[src/rtl/xbar_pkt_scheduler_if.sv]
// Bundle between the input FIFOs, the packet scheduler and the output-port muxes.
// The scheduler sits on the slave side. The FIFO/mux side, or a bench, sits on the master side.
interface xbar_pkt_scheduler_if #(
  parameter int NUM_PORTS = 4,
  parameter int LEN_WIDTH = 6
) ();
  logic [NUM_PORTS-1:0]           in_valid;
  logic [NUM_PORTS*NUM_PORTS-1:0] in_dst;
  logic [NUM_PORTS*LEN_WIDTH-1:0] in_len;
  logic [NUM_PORTS-1:0]           out_ready;
  logic [NUM_PORTS-1:0]           in_pop;
  logic [NUM_PORTS-1:0]           in_drop;
  logic [NUM_PORTS-1:0]           busy_in;
  logic [NUM_PORTS*2-1:0]         mux_sel;
  logic [NUM_PORTS-1:0]           out_active;
  logic [NUM_PORTS-1:0]           out_eop;

  modport master (
    output in_valid, in_dst, in_len, out_ready,
    input  in_pop, in_drop, busy_in, mux_sel, out_active, out_eop
  );
  modport slave (
    input  in_valid, in_dst, in_len, out_ready,
    output in_pop, in_drop, busy_in, mux_sel, out_active, out_eop
  );
endinterface

[src/rtl/xbar_pkt_scheduler.sv]
// Packet-level scheduler for the 4-port crossbar. Each input lane holds its head packet's mask and
// length. The top allocates outputs all-or-nothing under a global round-robin pointer.

module xbar_pkt_lane #(
  parameter int NUM_PORTS = 4,
  parameter int LEN_WIDTH = 6
) (
  input  logic                 clk,
  input  logic                 rst_n,
  input  logic                 valid,
  input  logic [NUM_PORTS-1:0] dst,
  input  logic [LEN_WIDTH-1:0] len,
  input  logic                 grant,
  input  logic [NUM_PORTS-1:0] out_ready,
  output logic                 req,
  output logic                 drop,
  output logic                 pop,
  output logic                 last,
  output logic                 busy,
  output logic [NUM_PORTS-1:0] mask
);
  typedef enum logic {IDLE, XFER} state_e;

  state_e               state_q, state_d;
  logic [NUM_PORTS-1:0] mask_q, mask_d;
  logic [LEN_WIDTH-1:0] rem_q, rem_d;
  logic                 legal;

  assign legal = (dst != '0) && (len != '0);
  assign req   = (state_q == IDLE) && valid && legal;
  // Gated by reset so an illegal head seen during reset is not reported.
  assign drop  = rst_n && (state_q == IDLE) && valid && !legal;
  // A beat moves only when every masked output can take it (lockstep multicast).
  assign pop   = (state_q == XFER) && ((mask_q & ~out_ready) == '0);
  assign last  = pop && (rem_q == LEN_WIDTH'(1));
  assign busy  = (state_q == XFER);
  assign mask  = mask_q;

  always_comb begin
    state_d = state_q;
    mask_d  = mask_q;
    rem_d   = rem_q;
    case (state_q)
      IDLE: if (grant) begin
        state_d = XFER;
        mask_d  = dst;
        rem_d   = len;
      end
      XFER: if (pop) begin
        rem_d = rem_q - LEN_WIDTH'(1);
        if (last) state_d = IDLE;
      end
      default: state_d = IDLE;
    endcase
  end

  always_ff @(posedge clk or negedge rst_n) begin
    if (!rst_n) begin
      state_q <= IDLE;
      mask_q  <= '0;
      rem_q   <= '0;
    end else begin
      state_q <= state_d;
      mask_q  <= mask_d;
      rem_q   <= rem_d;
    end
  end
endmodule

module xbar_pkt_scheduler #(
  parameter int NUM_PORTS = 4,
  parameter int LEN_WIDTH = 6
) (
  input logic                 clk,
  input logic                 rst_n,
  xbar_pkt_scheduler_if.slave bus
);
  localparam int PW = 2;

  logic [NUM_PORTS-1:0][NUM_PORTS-1:0] dst, lane_mask;
  logic [NUM_PORTS-1:0][LEN_WIDTH-1:0] len;
  logic [NUM_PORTS-1:0] req, grant, drop, pop, last, busy;
  logic [NUM_PORTS-1:0] claimed, owned_q, owned_d, active, eop;
  logic [NUM_PORTS-1:0][PW-1:0] owner_q, owner_d, sel;
  logic [PW-1:0] rr_q, rr_d, idx;
  logic          found;

  assign dst = bus.in_dst;
  assign len = bus.in_len;

  for (genvar i = 0; i < NUM_PORTS; i++) begin : g_lane
    xbar_pkt_lane #(.NUM_PORTS(NUM_PORTS), .LEN_WIDTH(LEN_WIDTH)) u_lane (
      .clk       (clk),
      .rst_n     (rst_n),
      .valid     (bus.in_valid[i]),
      .dst       (dst[i]),
      .len       (len[i]),
      .grant     (grant[i]),
      .out_ready (bus.out_ready),
      .req       (req[i]),
      .drop      (drop[i]),
      .pop       (pop[i]),
      .last      (last[i]),
      .busy      (busy[i]),
      .mask      (lane_mask[i])
    );
  end

  // Every requester claims its mask, even when blocked, so a waiting multicast
  // cannot be starved by later-scanned unicast.
  always_comb begin
    claimed = '0;
    grant   = '0;
    found   = 1'b0;
    rr_d    = rr_q;
    idx     = '0;
    for (int k = 0; k < NUM_PORTS; k++) begin
      idx = rr_q + PW'(k);
      if (req[idx]) begin
        if ((dst[idx] & (owned_q | claimed)) == '0) begin
          grant[idx] = 1'b1;
          if (!found) begin
            rr_d  = idx + PW'(1);
            found = 1'b1;
          end
        end
        claimed = claimed | dst[idx];
      end
    end
  end

  always_comb begin
    owned_d = owned_q;
    owner_d = owner_q;
    active  = '0;
    eop     = '0;
    sel     = '0;
    for (int i = 0; i < NUM_PORTS; i++) begin
      for (int o = 0; o < NUM_PORTS; o++) begin
        if (pop[i] && lane_mask[i][o]) active[o] = 1'b1;
        if (last[i] && lane_mask[i][o]) begin
          eop[o]     = 1'b1;
          owned_d[o] = 1'b0;
        end
        if (grant[i] && dst[i][o]) begin
          owned_d[o] = 1'b1;
          owner_d[o] = PW'(i);
        end
      end
    end
    for (int o = 0; o < NUM_PORTS; o++)
      if (owned_q[o]) sel[o] = owner_q[o];
  end

  always_ff @(posedge clk or negedge rst_n) begin
    if (!rst_n) begin
      rr_q    <= '0;
      owned_q <= '0;
      owner_q <= '0;
    end else begin
      rr_q    <= rr_d;
      owned_q <= owned_d;
      owner_q <= owner_d;
    end
  end

  assign bus.in_pop     = pop;
  assign bus.in_drop    = drop;
  assign bus.busy_in    = busy;
  assign bus.mux_sel    = sel;
  assign bus.out_active = active;
  assign bus.out_eop    = eop;
endmodule

[src/flat_wrapper.sv]
// flat-port wrapper written by rule: the top's interface ports become plain ports
module xbar_pkt_scheduler_flat 
#(
  parameter int NUM_PORTS = 4,
  parameter int LEN_WIDTH = 6
)
  (clk, rst_n, bus_in_valid, bus_in_dst, bus_in_len, bus_out_ready, bus_in_pop, bus_in_drop, bus_busy_in, bus_mux_sel, bus_out_active, bus_out_eop);
  xbar_pkt_scheduler_if #(.NUM_PORTS(NUM_PORTS), .LEN_WIDTH(LEN_WIDTH)) bus_i ();
  input logic clk;
  input logic rst_n;
  input wire logic [$bits(bus_i.in_valid)-1:0] bus_in_valid;
  input wire logic [$bits(bus_i.in_dst)-1:0] bus_in_dst;
  input wire logic [$bits(bus_i.in_len)-1:0] bus_in_len;
  input wire logic [$bits(bus_i.out_ready)-1:0] bus_out_ready;
  output wire logic [$bits(bus_i.in_pop)-1:0] bus_in_pop;
  output wire logic [$bits(bus_i.in_drop)-1:0] bus_in_drop;
  output wire logic [$bits(bus_i.busy_in)-1:0] bus_busy_in;
  output wire logic [$bits(bus_i.mux_sel)-1:0] bus_mux_sel;
  output wire logic [$bits(bus_i.out_active)-1:0] bus_out_active;
  output wire logic [$bits(bus_i.out_eop)-1:0] bus_out_eop;
  assign bus_i.in_valid = bus_in_valid;
  assign bus_i.in_dst = bus_in_dst;
  assign bus_i.in_len = bus_in_len;
  assign bus_i.out_ready = bus_out_ready;
  assign bus_in_pop = bus_i.in_pop;
  assign bus_in_drop = bus_i.in_drop;
  assign bus_busy_in = bus_i.busy_in;
  assign bus_mux_sel = bus_i.mux_sel;
  assign bus_out_active = bus_i.out_active;
  assign bus_out_eop = bus_i.out_eop;
  xbar_pkt_scheduler #(.NUM_PORTS(NUM_PORTS), .LEN_WIDTH(LEN_WIDTH)) u_core (.clk(clk), .rst_n(rst_n), .bus(bus_i));
endmodule
[config.mk]
export PLATFORM = sky130hd
export DESIGN_NAME = xbar_pkt_scheduler_flat
export DESIGN_NICKNAME = d
export VERILOG_FILES = /design/src/rtl/xbar_pkt_scheduler_if.sv /design/src/rtl/xbar_pkt_scheduler.sv /design/src/flat_wrapper.sv
export SDC_FILE = /design/constraint.sdc
export NUM_CORES = 1
export LEC_CHECK = 0
export CORE_ASPECT_RATIO = 1.4
export CORE_MARGIN = 4
export CORE_UTILIZATION = 40
export CTS_CLUSTER_SIZE = 16
export DETAILED_ROUTE_END_ITERATION = 7
export HOLD_SLACK_MARGIN = 0.02
export SLEW_MARGIN = 20
export SYNTH_ARGS = -nofsm -noshare
export SYNTH_HDL_FRONTEND = slang
export SYNTH_SLANG_ARGS = --single-unit
[constraint.sdc]
create_clock -name clk -period 4.9 [get_ports clk]
set_clock_uncertainty 0.15 [all_clocks]
set_input_delay 0.49 -clock clk [delete_from_list [all_inputs] [get_ports clk]]
set_output_delay 0.49 -clock clk [all_outputs]
set_load 0.05 [all_outputs]
==> results.json, run 1 <==
{
  "outcome": "finished, final reports clean",
  "track_usage_pct": 23.8,
  "fmaxAchievable_mhz": 230,
  "placed_area_mm2": 0.00614,
  "ir_drop_uv": 426,
  "wl_per_cell_um": 22.0,
  "avgSynthCellArea_um2": 9.08,
  "cts.clk_slew.worst_paths_ns": 0.05,
  "synth_top_family_by_area": "compound AO/OA/AOI/OAI gates",
  "grt_pass1_wl_um": 28100,
  "synthAdderAreaFrac_pct": 3.84,
  "layout.cells.most_common_list": "clkdlybuf4s50_1 (76), dfrtp_1 (57), nand2_1 (50)",
  "drt_iter0_markers": 417,
  "final_common_cell": "clkdlybuf4s50_1",
  "slew_headroom_pct": 48.8,
  "synth-edff-count": 0,
  "core_area_mm2": 0.0128,
  "numPortBuffers": 77,
  "grt_overflow": 0,
  "synth-simple-area-share_pct": 21.6,
  "clock_path_buffers": 2,
  "synth_warnings": 0,
  "die_area_mm2": 0.0150,
  "start_util_pct": 40.7,
  "final_layout_size_suffix_gt1_share_pct": 15.0,
  "start_kind": "primary input",
  "cts-root-buf": "clkbuf_16",
  "grt_max_degree": 59,
  "cts_resized": 0,
  "antenna_found_initial": 0,
  "gp_congestion": 0.900,
  "drv_cap": 0,
  "path_class": "primary input to primary output",
  "synth.distinct_cells": 74,
  "postCtsSetupBuffers": 0,
  "path_max_fanout": 4,
  "post-route-min-period_ns": 4.35,
  "p_per_area_mw_per_mm2": 621,
  "finalNetCount": 710,
  "hold_buffers": 0,
  "ys_seq_elements": 58,
  "fp-row-count": 49,
  "yosys-mux-area-fraction_pct": 12.1,
  "vias": 5147,
  "maxSlewViolCount": 0,
  "drc": 0,
  "synthCells": 574,
  "tightest_slew_ns": 0.768,
  "final-hold-violation-count": 0,
  "grt_pass1_vias": 5183,
  "via_per_inst": 6.43,
  "die_y_um": 143,
  "drtAntennaViolNets": 0,
  "hp-class": "primary input to async pin",
  "async_reset_ff_share_pct": 100,
  "die_w_um": 104,
  "cts_buffers": 9,
  "postLayoutCellArea_mm2": 0.00642,
  "synth_xor_area_share_pct": 1.34,
  "diodes": 0,
  "syn_area_mm2": 0.00521,
  "cts_tree": "yes",
  "ys_seq_area_share_pct": 27.8,
  "fin_setup_tns_ns": 0,
  "finalSetupViolations": 0,
  "synth_flop_cell": "dfrtp_1",
  "synth_nets": 640,
  "clock_sink_count": 58,
  "hpwl_um": 13200,
  "htreeDepth": 3,
  "dr.pass1.iters": 5,
  "leakagePower_nw": 2.66,
  "area_delta_synth_final_pct": 23.1,
  "cp.required_ns": 4.26,
  "period_share_pct": 88.7,
  "worstSetupEndpointType": "primary output",
  "routed_wl_um": 17600,
  "clock_latency_ns": 0.33,
  "ios": 78,
  "synth_compound_area_share_pct": 24.6,
  "rsz0062_at_grt": "false",
  "arrival_ns": 3.71
}
## sequential cells by signal, summed over array words and instances (netlist names)
name / cells
u_core.g_lane.u_lane.rem_q: 24
u_core.g_lane.u_lane.mask: 16
u_core.owner_q: 8
u_core.g_lane.u_lane.busy: 4
u_core.owned_q: 4
u_core.rr_q: 2
## worst paths after layout
| kind | start | end | slack, ns | cells after the start |
|---|---|---|---|---|
| setup / recovery | bus_out_ready[1] | bus_out_eop[2] | 0.55 | 10 |
| setup reg to reg | u_core.rr_q[0] | u_core.g_lane[0].u_lane.rem_q[3] | 0.65 | 13 |
| min in group clk | u_core.owner_q[7] | u_core.owner_q[7] | 0.37 | 1 |
| max in group asynchronous | rst_n | u_core.rr_q[0] | 3.81 | 2 |
| hold / removal | rst_n | u_core.g_lane[3].u_lane.rem_q[2] | 0.23 | 2 |
| hold reg to reg | u_core.owner_q[7] | u_core.owner_q[7] | 0.37 | 1 |
## cell type report
cell class | instances | area (um2)
flip-flops and latches | 58 | 1450
clock buffers | 12 | 267
well taps | 153 | 191
multi-input cells | 424 | 3310
inverters | 38 | 143
fillers | 1210 | 6400
repair buffers | 113 | 1040
clock inverters | 2 | 12.5
## routing by layer
layer  track usage (%)  part of all wire, %  up-vias
met5                 0                    0        -
met4              12.3                  4.8        0
met3              4.07                  7.0       55
met2              42.0                   50      241
met1              27.8                   38     2529
li1                  -                    -     2322
## synth_stat cells (5+ instances only)
cell type  count  area, um2
a32oi_1        9       78.8
a22o_1         8       70.1
buf_2         10       50.1
nor3_1        11       55.1
clkbuf_1      22       82.6
a22oi_1       28        210
a211oi_1      14        105
dfrtp_1       58       1450
nor2b_1        9       56.3
nand3_1       18       90.1
or4bb_1        6       67.6
nor3b_1        5       37.5
a221o_1       19        190
ha_1          16        200
buf_4         15        113
nor4_1        10       62.6
and2_1        14       87.6
o211ai_1       7       52.6
nand2_1       50        188
mux4_2        16        360
mux2_2        12        135
o21ai_0       23        115
mux2i_1        9       90.1
xnor2_1        5       43.8
inv_1         38        143
a21oi_1       10       50.1
and3_1         7       43.8
nor2_1        34        128
## where the power goes
| group | leakage (nW) | internal (W) | total [W] | switching, W |
|---|---|---|---|---|
| sequential | 0.690 | 0.000700 | 0.000968 | 0.000268 |
| combinational | 1.83 | 0.00101 | 0.00242 | 0.00141 |
| clock | 0.137 | 0.000376 | 0.000596 | 0.000220 |
## worst max-delay path: stages
cell	delay, ns
clkdlybuf4s50_1	0.46
inv_1	0.07
a2111oi_0	0.43
buf_4	0.20
nand4bb_1	0.12
or4_1	0.59
a21boi_0	0.19
a21boi_0	0.18
nand2_1	0.14
clkdlybuf4s50_1	0.81
## metrics by stage
step,worst slack [ns],util [%],power (W),hold WS (ns),std cells
global placement,0.619,47.9,0.00334,0.344,786
CTS,0.568,50.1,0.00400,0.275,800
finish,0.554,50.1,0.00399,0.227,800
global route,0.460,50.1,0.00424,0.301,800
floorplan,0.444,-,0.00271,0.0444,574
detailed placement,0.589,47.9,0.00338,0.355,786
## kinds of logic (layout without fill, tap and decap cells)
family	Yosys count	in the layout
fa+ha+maj	16	16
simple gates	198	198
flops	58	58
xor+xnor	8	8
buf+inv	92	165
compound gates	161	161
mux	41	41
(Power assumes the default switching activity.)
==> run 2: changes to the inputs <==
--- a/config.mk
+++ b/config.mk
@@ -7,11 +7,11 @@
 export LEC_CHECK = 0
 export CORE_ASPECT_RATIO = 1.4
 export CORE_MARGIN = 4
-export CORE_UTILIZATION = 40
+export CORE_UTILIZATION = 45
 export CTS_CLUSTER_SIZE = 16
 export DETAILED_ROUTE_END_ITERATION = 7
 export HOLD_SLACK_MARGIN = 0.02
-export SLEW_MARGIN = 20
+export PLACE_DENSITY = 0.68
 export SYNTH_ARGS = -nofsm -noshare
 export SYNTH_HDL_FRONTEND = slang
 export SYNTH_SLANG_ARGS = --single-unit
==> results.json, run 2 (synthesis results as in run 1) <==
{
  "die_w_um": 99.0,
  "grt_pass1_vias": 5149,
  "p_per_area_mw_per_mm2": 636,
  "dr.pass1.iters": 6,
  "final_util_pct": 56.5,
  "leakagePower_nw": 2.65,
  "layout.cells.most_common_list": "clkdlybuf4s50_1 (76), dfrtp_1 (57), nand2_1 (50)",
  "slowest_delay_ns": 0.80,
  "core_area_mm2": 0.0113,
  "diodes": 0,
  "start_util_pct": 46.0,
  "crit_chain": "clkdlybuf4s50_1, inv_1, a2111oi_0, nand4bb_1, or4_1, a21boi_0, a21boi_0, nand2_1, clkdlybuf4s50_1",
  "arrival_ns": 3.69,
  "worstSetupEndpointType": "primary output",
  "area_delta_synth_final_pct": 22.9,
  "period_share_pct": 88.3,
  "final_common_cell": "clkdlybuf4s50_1",
  "cts-root-buf": "clkbuf_16",
  "cts_resized": 0,
  "cts_buffers": 9,
  "fillCellCount": 984,
  "grt_overflow": 0,
  "path_class": "primary input to primary output",
  "cts_tree": "yes",
  "ir_drop_uv": 423,
  "fp-row-count": 46,
  "tightest_slew_ns": 0.778,
  "fmaxAchievable_mhz": 231,
  "finalNetCount": 704,
  "vias": 5171,
  "via_per_inst": 6.59,
  "cts.clk_slew.worst_paths_ns": 0.05,
  "regToRegStartpoint": "u_core.rr_q[0]",
  "fin_setup_tns_ns": 0,
  "largest_reg_flops": 24,
  "clock_latency_ns": 0.33,
  "antenna_found_initial": 0,
  "clock_sink_count": 58,
  "grt_pass1_wl_um": 27400,
  "path_max_fanout": 5,
  "die_y_um": 135,
  "start_kind": "primary input",
  "drv_cap": 0,
  "final-hold-violation-count": 0,
  "htreeDepth": 3,
  "grt_max_degree": 57,
  "outcome": "finished, final reports clean",
  "wl_per_cell_um": 22.0,
  "maxSlewViolCount": 0,
  "crit_start": "bus_out_ready[1]",
  "numPortBuffers": 77,
  "cp.required_ns": 4.26,
  "clock_path_buffers": 2,
  "gp_congestion": 0.921,
  "ios": 78,
  "hp-class": "primary input to async pin",
  "hpwl_um": 13000,
  "slew_headroom_pct": 48.1,
  "crit_path_top_delay_cell": "clkdlybuf4s50_1",
  "regMostFlops": "u_core.g_lane.u_lane.rem_q",
  "rsz0062_at_grt": "false",
  "drc": 0,
  "finalSetupViolations": 0,
  "routed_wl_um": 17200,
  "drtAntennaViolNets": 0,
  "final_layout_size_suffix_gt1_share_pct": 14.0,
  "die_area_mm2": 0.0134,
  "drt_iter0_markers": 450,
  "track_usage_pct": 26.1,
  "post-route-min-period_ns": 4.33
}
-- run 2: changes by cell type in the layout (fill, tap and decap cells not counted) --
cell	previous run	this run
bufinv_16	0	2
clkinvlp_4	1	0
buf_4	36	29
dlygate4sd3_1	0	1
clkinv_2	1	0
-- run 2: path summary, 6_finish.rpt --
path                                     end  slack, ns  cells after the start
max                           bus_out_eop[2]       0.57                      9
min                           u_core.rr_q[1]       0.37                      2
max reg2reg                u_core.owned_q[1]       0.71                     13
min reg2reg                u_core.owner_q[7]       0.37                      1
max in group asynchronous  u_core.owned_q[1]       3.28                      3
min in group clk           u_core.owner_q[7]       0.37                      1
-- run 2: repair_timing --
item,4_1_cts,5_1_grt
setup buffers,0,0
endpoints found under the hold margin,2,0
hold buffers,1,0
-- run 2: stage by stage --
step	hold slack [ns]	power, W	std cells	setup WS (ns)	area (um2)
after floorplan	0.0444	0.00271	574	0.444	5210
after global placement	0.168	0.00331	770	0.647	6070
after detailed placement	0.164	0.00335	770	0.427	6070
after CTS	0.365	0.00407	785	0.570	6410
after global routing	0.386	0.00432	785	0.294	6410
final	0.371	0.00408	785	0.573	6410
-- run 2: critical path, delay by kind of cell --
| kind | cells | cell delay [ns] |
|---|---|---|
| AO/OA/AOI/OAI | 3 | 0.90 |
| buffers and inverters | 3 | 1.35 |
| AND/OR/NAND/NOR | 3 | 0.93 |
-- run 2: power breakdown --
group	total, W	switching, W	internal [W]
Combinational	0.00237	0.00138	0.000990
Clock	0.000703	0.000222	0.000481
Sequential	0.00100	0.000303	0.000700
Total	0.00408	0.00191	0.00217
-- run 2: layout make-up --
type                       count  area, um2  area share, %
inverter                      38        143           2.23
clock inverter                 2       60.1          0.937
sequential                    58       1450           22.7
multi-input combinational    424       3310           51.7
clock buffer                  12        267           4.16
timing repair buffer         107        993           15.5
tap                          144        180           2.81
-- run 2: metal layers --
metal	wire length, um	part of all wire, %	vias to the layer above	GRT usage (%)
met5	0	0	-	0
met4	739	4.3	0	13.1
met3	1570	9.1	59	5.36
met2	8550	50	317	43.7
met1	6380	37	2483	31.7
li1	-	-	2312	-
